===== src/rtl/simd_wb_pkg.sv =====
// Shared definitions for the SIMD writeback unit: FSM state encodings,
// default widths, FIFO entry width and the perf counter helper.
package simd_wb_pkg;

    typedef enum logic [1:0] {
        ST_IDLE   = 2'd0,
        ST_ACTIVE = 2'd1,
        ST_DRAIN  = 2'd2,
        ST_DONE   = 2'd3
    } wb_state_t;

    localparam int DEFAULT_ADDR_WIDTH = 16;
    localparam int DEFAULT_DATA_WIDTH = 32;
    // One FIFO entry carries {addr, data}
    localparam int ENTRY_WIDTH        = DEFAULT_ADDR_WIDTH + DEFAULT_DATA_WIDTH;
    localparam int PERF_WIDTH         = 32;

    // Saturating increment for the performance counters
    function automatic logic [PERF_WIDTH-1:0] sat_inc(input logic [PERF_WIDTH-1:0] v);
        logic [PERF_WIDTH-1:0] one;
        one = {{(PERF_WIDTH-1){1'b0}}, 1'b1};
        return (&v) ? v : (v + one);
    endfunction

endpackage


===== src/rtl/simd_wb_fifo.sv =====
// Synchronous FIFO holding {addr, data} write entries. Head entry is visible
// combinationally; push and pop in the same cycle leave the count unchanged
// and are legal even when full. Pointers wrap naturally (DEPTH is a power of 2).
module simd_wb_fifo #(
    parameter int WIDTH = 48,
    parameter int DEPTH = 4
) (
    input  logic                       clk,
    input  logic                       reset,
    input  logic                       push,
    input  logic [WIDTH-1:0]           push_data,
    input  logic                       pop,
    output logic [$clog2(DEPTH):0]     count,
    output logic [WIDTH-1:0]           head_data
);

    localparam int PTR_W = $clog2(DEPTH);
    localparam logic [PTR_W:0] DEPTH_C = (PTR_W + 1)'(DEPTH);
    localparam logic [PTR_W:0] ONE_C   = (PTR_W + 1)'(1);
    localparam logic [PTR_W-1:0] PTR_ONE = PTR_W'(1);

    logic [WIDTH-1:0] mem_reg [DEPTH];
    logic [PTR_W-1:0] wr_ptr_reg;
    logic [PTR_W-1:0] rd_ptr_reg;
    logic [PTR_W:0]   count_reg;
    logic             do_push;
    logic             do_pop;

    assign do_pop    = pop && (count_reg != '0);
    assign do_push   = push && ((count_reg != DEPTH_C) || do_pop);
    assign count     = count_reg;
    assign head_data = mem_reg[rd_ptr_reg];

    // Storage array: written on push, no reset so it maps onto plain RAM
    always_ff @(posedge clk) begin
        if (do_push) begin
            mem_reg[wr_ptr_reg] <= push_data;
        end
    end

    // Pointer and occupancy bookkeeping
    always_ff @(posedge clk) begin
        if (reset) begin
            wr_ptr_reg <= '0;
            rd_ptr_reg <= '0;
            count_reg  <= '0;
        end else begin
            if (do_push) begin
                wr_ptr_reg <= wr_ptr_reg + PTR_ONE;
            end
            if (do_pop) begin
                rd_ptr_reg <= rd_ptr_reg + PTR_ONE;
            end
            case ({do_push, do_pop})
                2'b10:   count_reg <= count_reg + ONE_C;
                2'b01:   count_reg <= count_reg - ONE_C;
                default: count_reg <= count_reg;
            endcase
        end
    end

endmodule


===== src/rtl/simd_writeback_unit.sv =====
// SIMD writeback stage: a delay line aligns each issued element's destination
// with the compute result arriving COMPUTE_LATENCY cycles later, results are
// buffered in a FIFO and written over a valid/ready port. Issue credit counts
// FIFO entries plus in-flight writing elements so nothing is lost under
// backpressure. Reduction partials (wr_en=0) produce no write.
// Optional perf counters are built when SIMD_WB_PERF_EN is defined.
module simd_writeback_unit
    import simd_wb_pkg::*;
#(
    parameter int DATA_WIDTH      = DEFAULT_DATA_WIDTH,
    parameter int ADDR_WIDTH      = DEFAULT_ADDR_WIDTH,
    parameter int COMPUTE_LATENCY = 1,
    parameter int FIFO_DEPTH      = 4
) (
    input  logic                  clk,
    input  logic                  reset,
    input  logic                  issue_valid,
    output logic                  issue_ready,
    input  logic [ADDR_WIDTH-1:0] issue_addr,
    input  logic                  issue_wr_en,
    input  logic                  issue_end,
    input  logic [DATA_WIDTH-1:0] cu_data,
    output logic                  wr_valid,
    input  logic                  wr_ready,
    output logic [ADDR_WIDTH-1:0] wr_addr,
    output logic [DATA_WIDTH-1:0] wr_data,
    output logic                  busy,
    output logic                  done,
    output logic [PERF_WIDTH-1:0] perf_wr_count,
    output logic [PERF_WIDTH-1:0] perf_stall_cnt
);

    localparam int ENTRY_W = ADDR_WIDTH + DATA_WIDTH;
    localparam int CNT_W   = $clog2(FIFO_DEPTH) + 1;
    localparam int SUM_W   = CNT_W + 1;

    wb_state_t state_reg;
    wb_state_t state_next;

    logic [COMPUTE_LATENCY-1:0] dl_valid_reg;
    logic [COMPUTE_LATENCY-1:0] dl_wr_en_reg;
    logic [COMPUTE_LATENCY-1:0] dl_end_reg;
    logic [ADDR_WIDTH-1:0]      dl_addr_reg [COMPUTE_LATENCY];
    logic [COMPUTE_LATENCY-1:0] stage_live;

    logic [SUM_W-1:0]   inflight;
    logic [SUM_W-1:0]   credit_used;
    logic [CNT_W-1:0]   fifo_count;
    logic [ENTRY_W-1:0] fifo_head;

    logic                  issue_accept;
    logic                  tap_valid;
    logic                  tap_wr_en;
    logic                  tap_end;
    logic [ADDR_WIDTH-1:0] tap_addr;
    logic                  push;
    logic                  pop;
    logic                  drain_clear;

    assign issue_accept = issue_valid && issue_ready;

    // Delay line: shifts element metadata so it meets its result at the tap
    always_ff @(posedge clk) begin
        if (reset) begin
            dl_valid_reg <= '0;
            dl_wr_en_reg <= '0;
            dl_end_reg   <= '0;
            for (int i = 0; i < COMPUTE_LATENCY; i++) begin
                dl_addr_reg[i] <= '0;
            end
        end else begin
            dl_valid_reg[0] <= issue_accept;
            dl_wr_en_reg[0] <= issue_wr_en;
            dl_end_reg[0]   <= issue_end;
            dl_addr_reg[0]  <= issue_addr;
            for (int i = 1; i < COMPUTE_LATENCY; i++) begin
                dl_valid_reg[i] <= dl_valid_reg[i-1];
                dl_wr_en_reg[i] <= dl_wr_en_reg[i-1];
                dl_end_reg[i]   <= dl_end_reg[i-1];
                dl_addr_reg[i]  <= dl_addr_reg[i-1];
            end
        end
    end

    // A stage holds a credit only if it will turn into a FIFO push
    generate
        for (genvar gi = 0; gi < COMPUTE_LATENCY; gi++) begin : g_live
            assign stage_live[gi] = dl_valid_reg[gi] & dl_wr_en_reg[gi];
        end
    endgenerate

    // Count of in-flight writing elements
    always_comb begin
        inflight = '0;
        for (int i = 0; i < COMPUTE_LATENCY; i++) begin
            inflight = inflight + SUM_W'(stage_live[i]);
        end
    end

    assign tap_valid = dl_valid_reg[COMPUTE_LATENCY-1];
    assign tap_wr_en = dl_wr_en_reg[COMPUTE_LATENCY-1];
    assign tap_end   = dl_end_reg[COMPUTE_LATENCY-1];
    assign tap_addr  = dl_addr_reg[COMPUTE_LATENCY-1];

    // Credit comes purely from registered state; never depends on wr_ready
    assign credit_used = SUM_W'(fifo_count) + inflight;
    assign issue_ready = (credit_used < SUM_W'(FIFO_DEPTH)) && (state_reg != ST_DRAIN);

    assign push     = tap_valid && tap_wr_en;
    assign wr_valid = (fifo_count != '0);
    assign pop      = wr_valid && wr_ready;
    // Outputs forced to zero when idle so stale RAM contents never show
    assign wr_addr  = wr_valid ? fifo_head[ENTRY_W-1:DATA_WIDTH] : '0;
    assign wr_data  = wr_valid ? fifo_head[DATA_WIDTH-1:0] : '0;

    simd_wb_fifo #(
        .WIDTH (ENTRY_W),
        .DEPTH (FIFO_DEPTH)
    ) u_fifo (
        .clk       (clk),
        .reset     (reset),
        .push      (push),
        .push_data ({tap_addr, cu_data}),
        .pop       (pop),
        .count     (fifo_count),
        .head_data (fifo_head)
    );

    // Drain finishes when the FIFO empties this cycle and nothing is in flight;
    // looking at the pop lets done follow the last write by exactly one cycle
    assign drain_clear = (inflight == '0) &&
                         ((fifo_count == '0) || ((fifo_count == CNT_W'(1)) && pop));

    // FSM state register
    always_ff @(posedge clk) begin
        if (reset) begin
            state_reg <= ST_IDLE;
        end else begin
            state_reg <= state_next;
        end
    end

    // FSM next-state logic
    always_comb begin
        state_next = state_reg;
        case (state_reg)
            ST_IDLE:   if (issue_accept) state_next = ST_ACTIVE;
            ST_ACTIVE: if (tap_valid && tap_end) state_next = ST_DRAIN;
            ST_DRAIN:  if (drain_clear) state_next = ST_DONE;
            ST_DONE:   state_next = issue_accept ? ST_ACTIVE : ST_IDLE;
            default:   state_next = ST_IDLE;
        endcase
    end

    assign busy = (state_reg != ST_IDLE);
    assign done = (state_reg == ST_DONE);

`ifdef SIMD_WB_PERF_EN
    logic [PERF_WIDTH-1:0] perf_wr_count_reg;
    logic [PERF_WIDTH-1:0] perf_stall_cnt_reg;

    // Saturating counters of accepted writes and stalled write cycles
    always_ff @(posedge clk) begin
        if (reset) begin
            perf_wr_count_reg  <= '0;
            perf_stall_cnt_reg <= '0;
        end else begin
            if (pop) begin
                perf_wr_count_reg <= sat_inc(perf_wr_count_reg);
            end
            if (wr_valid && !wr_ready) begin
                perf_stall_cnt_reg <= sat_inc(perf_stall_cnt_reg);
            end
        end
    end

    assign perf_wr_count  = perf_wr_count_reg;
    assign perf_stall_cnt = perf_stall_cnt_reg;
`else
    assign perf_wr_count  = '0;
    assign perf_stall_cnt = '0;
`endif

endmodule


===== config.mk =====
export PLATFORM = sky130hd
export DESIGN_NAME = simd_writeback_unit
export DESIGN_NICKNAME = d
export VERILOG_FILES = /design/src/rtl/simd_wb_pkg.sv /design/src/rtl/simd_wb_fifo.sv /design/src/rtl/simd_writeback_unit.sv
export SDC_FILE = /design/constraint.sdc
export NUM_CORES = 1
export LEC_CHECK = 0
export BUFFER_PORTS_ARGS = -buffer_cell sky130_fd_sc_hd__buf_4
export CAP_MARGIN = 20
export CORE_MARGIN = 3
export CORE_UTILIZATION = 55
export DETAILED_ROUTE_END_ITERATION = 10
export HOLD_SLACK_MARGIN = 0.02
export PLACE_DENSITY = 0.77
export SLEW_MARGIN = 15
export SYNTH_ARGS = -nofsm -noshare
export SYNTH_HDL_FRONTEND = slang
export SYNTH_SLANG_ARGS = --single-unit
export TNS_END_PERCENT = 10

===== constraint.sdc =====
create_clock -name clk -period 3.3 [get_ports clk]
set_clock_uncertainty 0.1 [all_clocks]
set_input_delay 0 -clock clk [delete_from_list [all_inputs] [get_ports clk]]
set_output_delay 0 -clock clk [all_outputs]
set_load 0.005 [all_outputs]

==> summary.json <==
{
  "synth_enable_flop_cells": 192,
  "antenna_found_initial": 1,
  "detailedRoute.firstIterationViolations": 324,
  "maxClockFrequency_mhz": 386,
  "postPlaceCellArea_mm2": 0.00976,
  "syn_avg_cell_area_um2": 18.4,
  "synth_largest_area_cell": "edfxtp_1",
  "largest_reg_flops": 192,
  "hold_viol_final": 0,
  "finish.instance_area_mm2": 0.0112,
  "max_cap_violations": 0,
  "post_synth_main_area_contributors": "edfxtp_1, mux4_2, dfxtp_1, buf_4, and2_1",
  "hp-start": "cu_data[28]",
  "worst_pin_slew_ns": 0.811,
  "initial_utilization": 0.573,
  "synthesis.yosys.warnings": 0,
  "cts_resized": 0,
  "finalSetupViolCount": 0,
  "worst_slew_margin_rel": 0.459,
  "worst_setup_path_end_kind": "output port",
  "ant_nets": 0,
  "layout_common_cells": "edfxtp_1, buf_4, dlygate4sd3_1, conb_1, and2_1",
  "clock_tree.root_cell": "clkbuf_16",
  "grt_pass1_wl_um": 25700,
  "cts_post_setup_buffers_inserted": 0,
  "cp-start-kind": "flip-flop",
  "drive_gt1_frac": 0.295,
  "finalCriticalPeriod_ns": 2.59,
  "tcrit_tclk_final": 0.786,
  "post_synth_instance_area_mm2": 0.00890,
  "globalRouteTotalUtil": 0.183,
  "insertion_delay_ns": 0.48,
  "ir_worst_vdd_uv": 350,
  "place_congestion": 0.729,
  "die_height_um": 133,
  "pin_count_of_the_biggest_net_entering_global_routing": 51,
  "final_common_cell": "edfxtp_1",
  "critical_path_type": "flip-flop to output port",
  "rr_endpoint": "u_fifo.count[2]",
  "slew_viol_final": 0,
  "power.leakage_nw": 4.12,
  "nNetsFinal": 745,
  "multi_input_comb_area_mm2": 0.00219,
  "num-fill-cells": 961,
  "numPortBuffers": 105,
  "power_per_cell_area_mw_per_mm2": 657,
  "synth-seq-area-share": 0.715,
  "tritoncts.num_buffers": 22,
  "grt_setup_unrepaired": "false",
  "area_delta_synth_final_pct": 25.7,
  "clock_buffer_depth": 3,
  "worst_setup_hold_path_clk_slew_ns": 0.06,
  "detailed_route_drc_error_count": 0,
  "fin_tns_setup_ns": 0,
  "cts_max_level": 1,
  "worst_ep_arrival_time_ns": 2.49,
  "drtPass1Iterations": 5,
  "clock-sinks": 222,
  "status": "finished clean",
  "rows": 45,
  "detailedPlacementHpwl_um": 9240,
  "floorplan.io_pins": 170,
  "dieArea_mm2": 0.0177,
  "cts_tree": "built",
  "detailroute.via_count": 4602,
  "reg2regPathDepth": 7,
  "synth_cell_types": 32,
  "ys_async_sr_fraction": 0,
  "whs_endpoint": "u_fifo.mem_reg[3][28]",
  "timing.rr.start": "u_fifo.count[0]",
  "report.power.total_mw": 7.35,
  "top_fanout_value_on_the_critical_path": 37,
  "ff_latch_area_mm2": 0.00637,
  "route.detailed.wl_per_inst_um": 17.6,
  "grt_pass1_vias": 4919,
  "worstHoldPathCells": 2,
  "dominantRegCellSynth": "edfxtp_1",
  "grt_overflow_total": 0,
  "chipWidth_um": 133,
  "floorplan.core_area_mm2": 0.0155,
  "detail_route.wirelength_um": 15900,
  "r2r_slack_ns": 0.77,
  "drt-vias-per-instance": 5.07,
  "share_of_the_synthesized_area_in_the_top_cell_type": 0.648,
  "worst-endpoint-required_ns": 3.20,
  "synth.ff_latch_count": 222,
  "hp-class": "primary input to flip-flop",
  "synthesis.instances": 485
}
-- timing repair --
| item | in CTS | in global routing |
|---|---|---|
| hold buffers | 73 | 0 |
| setup endpoints to repair | 0 | 0 |
| endpoints found under the hold margin | 158 | 0 |
-- worst max-delay path by stage --
stage / endpoint / slack [ns] / cells past startpoint
4_1_cts: wr_data[29] / 0.62 / 4
3_5_place_dp: u_fifo.count[2] / 0.80 / 7
5_1_grt: wr_data[29] / 0.52 / 4
2_1_floorplan: u_fifo.mem_reg[1][0] / 0.49 / 4
6_report: wr_data[22] / 0.71 / 4
3_3_place_gp: u_fifo.count[2] / 1.07 / 7
-- metal layers --
metal  GRT usage  vias up  wire length, µm
met5           0        -                0
met1       0.236     2298             6340
li1            -     2095                -
met4      0.0509        0              322
met2       0.326      179             8420
met3      0.0302       30              857
-- area by class of cell --
type	instances	area share
clock inverters	7	0.00302
inverters	9	0.00302
flip-flops and latches	222	0.569
well taps	211	0.0236
clock buffers	33	0.0593
diodes	2	0.000447
repair buffers	188	0.146
multi-input cells	235	0.195
-- cells by family (layout without fill, tap and decap cells) --
group | after synthesis | count (layout) | share of synthesized area
fa+ha+maj | 13 | 13 | 0.0183
buf+inv | 91 | 237 | 0.0665
mux | 50 | 50 | 0.124
simple gates | 91 | 91 | 0.0614
other cells | 1 | 66 | 0.000421
compound gates | 12 | 12 | 0.00956
flops | 222 | 222 | 0.715
xor+xnor | 5 | 5 | 0.00492
-- critical path: stages, from the launching register on --
cell and delay [ns]:
dfxtp_4 0.83, buf_4 0.32, mux4_2 0.52, and2_1 0.18, buf_4 0.13
-- cell usage after synthesis (3+ instances only) --
library cell and n:
buf_4 65, clkbuf_1 10, nor2b_1 19, edfxtp_1 192
ha_1 13, dfxtp_1 30, inv_1 9, nand2_1 3
mux4_2 48, nor2_1 7, buf_2 5, xor2_1 3
and2_1 53
-- per-stage QoR --
step	util	instances	setup slack, ns	hold slack, ns
6_report	0.720	907	0.708	0.167
3_5_place_dp	0.628	792	0.799	0.106
4_1_cts	0.720	905	0.623	0.147
5_1_grt	0.720	906	0.518	0.160
3_3_place_gp	0.628	792	1.07	0.100
2_1_floorplan	-	548	0.486	-0.00113
-- power breakdown --
part / internal (mW) / switching [mW]
clock: 1.39 / 0.948
combinational: 1.01 / 0.711
sequential: 3.13 / 0.164
total: 5.53 / 1.82
Note: power is estimated with default switching activity, not from simulation.
